===== config.mk =====
export PLATFORM = sky130hd
export DESIGN_NAME = imem_loader
export DESIGN_NICKNAME = d
export VERILOG_FILES = /design/src/rtl/imem_loader.sv
export SDC_FILE = /design/constraint.sdc
export NUM_CORES = 1
export LEC_CHECK = 0
export ABC_AREA = 1
export CAP_MARGIN = 20
export CELL_PAD_IN_SITES_DETAIL_PLACEMENT = 1
export CELL_PAD_IN_SITES_GLOBAL_PLACEMENT = 1
export CORE_MARGIN = 2
export CORE_UTILIZATION = 40
export CTS_BUF_LIST = sky130_fd_sc_hd__clkbuf_4 sky130_fd_sc_hd__clkbuf_8
export DETAILED_ROUTE_END_ITERATION = 12
export GPL_TIMING_DRIVEN = 1
export PLACE_DENSITY = 0.83
export SYNTH_ARGS = -nofsm -noshare
export SYNTH_HDL_FRONTEND = slang
export SYNTH_SLANG_ARGS = --single-unit

===== constraint.sdc =====
create_clock -name clk -period 2.25 [get_ports clk]
set_input_delay 0.3375 -clock clk [delete_from_list [all_inputs] [get_ports clk]]
set_output_delay 0.3375 -clock clk [all_outputs]
set_load 0.01 [all_outputs]

===== src/rtl/imem_loader.sv =====
`default_nettype none
// ============================================================================
// Module   : imem_loader
// Brief    : Framed byte-stream loader for the byte-addressed instruction
//            memory; holds the CPU in reset until a clean load completes.
// Revision : 1.0 - initial release
// ============================================================================
module imem_loader #(
  parameter int ADDR_W    = 10,
  parameter int BASE_ADDR = 0
) (
  input  logic              clk,
  input  logic              reset,
  input  logic              start,
  input  logic              in_valid,
  input  logic [7:0]        in_byte,
  output logic              in_ready,
  output logic              mem_we,
  output logic [ADDR_W-1:0] mem_addr,
  output logic [7:0]        mem_wdata,
  output logic              cpu_hold,
  output logic              done,
  output logic              error,
  output logic [1:0]        err_code
);

  typedef enum logic [2:0] {
    IDLE   = 3'd0,
    LEN_HI = 3'd1,
    LEN_LO = 3'd2,
    DATA   = 3'd3,
    CHECK  = 3'd4,
    DONE   = 3'd5,
    ERROR  = 3'd6
  } state_t;

  // Usable bytes above the base; 17 bits so a full 64 KiB space still fits.
  localparam logic [16:0]       c_cap  = 17'((1 << ADDR_W) - BASE_ADDR);
  localparam logic [ADDR_W-1:0] c_base = ADDR_W'(BASE_ADDR);

  state_t            r_state;
  logic [15:0]       r_len;
  logic [15:0]       r_cnt;
  logic [7:0]        r_csum;
  logic [ADDR_W-1:0] r_ptr;

  logic        w_xfer;
  logic [15:0] w_len;
  logic        w_last;

  assign w_xfer = in_valid & in_ready;
  assign w_len  = {r_len[15:8], in_byte};
  assign w_last = (r_cnt == (r_len - 16'd1));

  always_ff @(posedge clk or posedge reset) begin
    if (reset) begin
      r_state   <= IDLE;
      r_len     <= 16'd0;
      r_cnt     <= 16'd0;
      r_csum    <= 8'd0;
      r_ptr     <= '0;
      in_ready  <= 1'b0;
      mem_we    <= 1'b0;
      mem_addr  <= '0;
      mem_wdata <= 8'd0;
      cpu_hold  <= 1'b1;
      done      <= 1'b0;
      error     <= 1'b0;
      err_code  <= 2'b00;
    end else begin
      mem_we <= 1'b0;
      case (r_state)
        IDLE, DONE, ERROR: begin
          if (start) begin
            r_state  <= LEN_HI;
            r_cnt    <= 16'd0;
            r_csum   <= 8'd0;
            r_ptr    <= c_base;
            in_ready <= 1'b1;
            cpu_hold <= 1'b1;
            done     <= 1'b0;
            error    <= 1'b0;
            err_code <= 2'b00;
          end
        end
        LEN_HI: begin
          if (w_xfer) begin
            r_len[15:8] <= in_byte;
            r_state     <= LEN_LO;
          end
        end
        LEN_LO: begin
          if (w_xfer) begin
            r_len[7:0] <= in_byte;
            // Capacity is checked ahead of alignment.
            if ({1'b0, w_len} > c_cap) begin
              r_state  <= ERROR;
              in_ready <= 1'b0;
              error    <= 1'b1;
              err_code <= 2'b01;
            end else if (w_len[1:0] != 2'b00) begin
              r_state  <= ERROR;
              in_ready <= 1'b0;
              error    <= 1'b1;
              err_code <= 2'b10;
            end else if (w_len == 16'd0) begin
              r_state <= CHECK;
            end else begin
              r_state <= DATA;
            end
          end
        end
        DATA: begin
          if (w_xfer) begin
            r_csum    <= r_csum ^ in_byte;
            r_cnt     <= r_cnt + 16'd1;
            r_ptr     <= r_ptr + 1'b1;
            mem_we    <= 1'b1;
            mem_addr  <= r_ptr;
            mem_wdata <= in_byte;
            if (w_last) begin
              r_state <= CHECK;
            end
          end
        end
        CHECK: begin
          if (w_xfer) begin
            in_ready <= 1'b0;
            if (in_byte == r_csum) begin
              r_state  <= DONE;
              done     <= 1'b1;
              cpu_hold <= 1'b0;
            end else begin
              r_state  <= ERROR;
              error    <= 1'b1;
              err_code <= 2'b11;
            end
          end
        end
        default: begin
          r_state  <= IDLE;
          in_ready <= 1'b0;
          cpu_hold <= 1'b1;
        end
      endcase
    end
  end

endmodule
`default_nettype wire


==> results.sh <==
export IMPL_dp_cells=759
export IMPL_grt_pass1_vias=4420
export IMPL_hp_class="input pin to asynchronous set/reset pin"
export IMPL_rr_startpoint="r_len[1]"
export IMPL_path_clk_slew_ns=0.09
export IMPL_antenna_found_initial=0
export IMPL_syn2layout_area_growth_pct=20.6
export IMPL_ir_drop_mv=0.717
export IMPL_synthTopCellsByArea="dfrtp_1, nand2_1, o21ai_0"
export IMPL_post_synth_top_count_cell="nand2_1"
export IMPL_crit_path_end_kind="flop"
export IMPL_clockBufferDepth=2
export IMPL_via_per_inst=5.34
export IMPL_rows=38
export IMPL_slew_headroom_pct=64.2
export IMPL_synth_warnings=0
export IMPL_antenna_cells=0
export IMPL_wl_per_cell_um=16.4
export IMPL_required_ns=2.50
export IMPL_die_h_um=108
export IMPL_status="finished clean"
export IMPL_syn_num_nets=588
export IMPL_finalNonFillerCells=777
export IMPL_clock_fmax_mhz=470
export IMPL_io_pins=37
export IMPL_hold_viol=0
export IMPL_period_minus_slack_ns=2.13
export IMPL_cts_tree="done"
export IMPL_synthCells=573
export IMPL_critical_path_max_fanout=4
export IMPL_reg2reg_depth=14
export IMPL_initial_core_util_pct=40.6
export IMPL_firstDrtPassIters=4
export IMPL_antenna_left=0
export IMPL_gp_congestion=0.882
export IMPL_arrival_ns=2.37
export IMPL_htreeDepth=3
export IMPL_grt_max_degree=45
export IMPL_grt_pass1_wl_um=21600
export IMPL_cts_buffers=9
export IMPL_p_per_area_mw_per_mm2=1150
export IMPL_synth_area_mm2=0.00436
export IMPL_worstReg2RegEnd="r_state[0]"
export IMPL_ys_seq_elements=78
export IMPL_worstMarginPinSlew_ns=0.534
export IMPL_vias=4152
export IMPL_core_mm2=0.0107
export IMPL_cts_sinks=78
export IMPL_rsz0062_at_grt="yes"
export IMPL_synth_largest_area_cell="dfrtp_1"
export IMPL_setup_viol=0
export IMPL_finalNetCount=647
export IMPL_yosys_most_used_dff="dfrtp_1"
export IMPL_power_mw=6.03
export IMPL_r2r_slack_ns=0.12
export IMPL_dp_hpwl_um=9730
export IMPL_startpoint_type="flop"
export IMPL_yosys_top_cells_count="nand2_1, dfrtp_1, o21ai_0"
export IMPL_cts_root_buf="clkbuf_8"
export IMPL_finalClockSkew_ns=0.0103
export IMPL_synth_top_cell_area_share_pct=44.2
export IMPL_syn_avg_cell_area_um2=7.61
export IMPL_async_reset_ff_share_pct=100
export IMPL_synth_edff_count=0
export IMPL_path_class="flop to flop"
export IMPL_drive_gt1_share_pct=10.5
export IMPL_grt_overflow_total=0
export IMPL_clk_insertion_delay_late_ns=0.36
export IMPL_dieArea_mm2=0.0118
export IMPL_grt_usage_pct=23.5
export IMPL_drv_slew=0
export IMPL_synth_cell_type_count=38
export IMPL_drtIter0Drc=171
export IMPL_drc=0
export IMPL_power_leakage_nw=2.44
export IMPL_die_w_um=108
export IMPL_finalCritPeriodShare_pct=94.6
export IMPL_drv_cap=0
export IMPL_wirelength_um=12800
export IMPL_yosysSeqAreaShare_pct=44.8
export IMPL_io_buffers=36
per-stage QoR:
step | area [µm²] | utilization [%] | worst slack [ns] | hold slack (ns) | TNS (ns)
after floorplan | 4360 | - | 0.410 | 0.473 | 0
after global placement | 5020 | 46.7 | 0.137 | 0.464 | 0
after detailed placement | 5020 | 46.7 | 0.0189 | 0.479 | 0
after CTS | 5220 | 48.5 | 0.0286 | 0.323 | 0
after global routing | 5260 | 48.9 | -0.0356 | 0.336 | -0.0462
final | 5260 | 48.9 | 0.122 | 0.322 | 0
cell usage in the layout, fill, tap and decap left out, types with 2 or more instances in the layout:
cell and count:
o21ai_0 64, clkbuf_4 3, clkdlybuf4s50_1 36, nor3_1 16
nor2_4 2, nand4_1 16, xor2_1 9, nor4_1 2
clkinvlp_4 3, or2_2 2, nor3_2 2, ha_1 2
xnor2_1 14, buf_4 20, nor2_2 6, a21oi_1 14
nand3_1 34, o41ai_1 3, nor2_8 2, nand3b_1 6
nand2_2 4, nor2_1 40, nand2_4 2, dfrtp_1 76
inv_1 62, clkbuf_8 9, buf_12 2, clkinv_2 2
nand2_1 168
worst max-delay path, stage by stage, from the launching register on:
cell	delay (ns)
dfrtp_1	0.43
inv_1	0.07
ha_2	0.21
buf_4	0.15
xnor2_1	0.14
nand2_1	0.08
nand2_1	0.06
nor2_1	0.16
nand2_1	0.08
nor3_1	0.18
nand3_1	0.15
nand2_2	0.13
nand2_1	0.07
nand2_1	0.07
nand2_1	0.05
repair_timing:
action                     CTS  global route
hold endpoints to repair     0             0
hold buffers                 0             0
setup endpoints to repair    0             7
resized for setup            0             9
buffers inserted             0             2
worst max-delay path by stage:
stage | from | end | slack (ns)
finish | r_len[1] | r_state[0] | 0.12
detailed placement | in_byte[0] | error | 0.02
global placement | r_len[0] | r_state[0] | 0.14
floorplan | r_len[0] | r_state[1] | 0.41
CTS | r_len[0] | r_state[1] | 0.03
global route | r_len[1] | r_state[0] | -0.04
where the power goes:
part	leakage (nW)	internal, mW	switching (mW)
sequential	1.04	1.75	0.434
combinational	1.30	1.09	1.68
clock	0.0968	0.549	0.523
routing by layer:
metal  up-vias  track usage [%]  wire length (µm)
li1       1986                -                 -
met1      2069             31.3              6000
met2        75             38.9              6160
met3        22             3.86               371
met4         0             7.78               231
met5         -                0                 0
cell type report:
| class | instances | area, µm² |
|---|---|---|
| Multi-Input combinational cell | 420 | 2130 |
| Clock inverter | 4 | 50.0 |
| Inverter | 65 | 249 |
| Fill cell | 1357 | 5490 |
| Tap cell | 140 | 175 |
| Clock buffer | 12 | 146 |
| Timing Repair Buffer | 58 | 551 |
| Sequential cell | 78 | 1950 |
registers in the layout (all words and copies together) (netlist names):
signal     cells
r_len         16
mem_addr      10
cpu_hold       1
r_state        3
r_ptr         10
mem_wdata      8
in_ready       1
err_code       2
done           1
r_cnt         16
mem_we         1
r_csum         8
error          1
logic make-up after synthesis:
group                    count (synthesis)  share of synthesized area [%]
AO/OA/AOI/OAI                           89                           11.2
XOR/XNOR                                23                           4.62
adder cells (fa/ha/maj)                  3                          0.861
buffers and inverters                   75                           6.89
flip-flops                              78                           44.8
AND/OR/NAND/NOR                        305                           31.7
No activity file was read; power rests on OpenSTA's default activity.
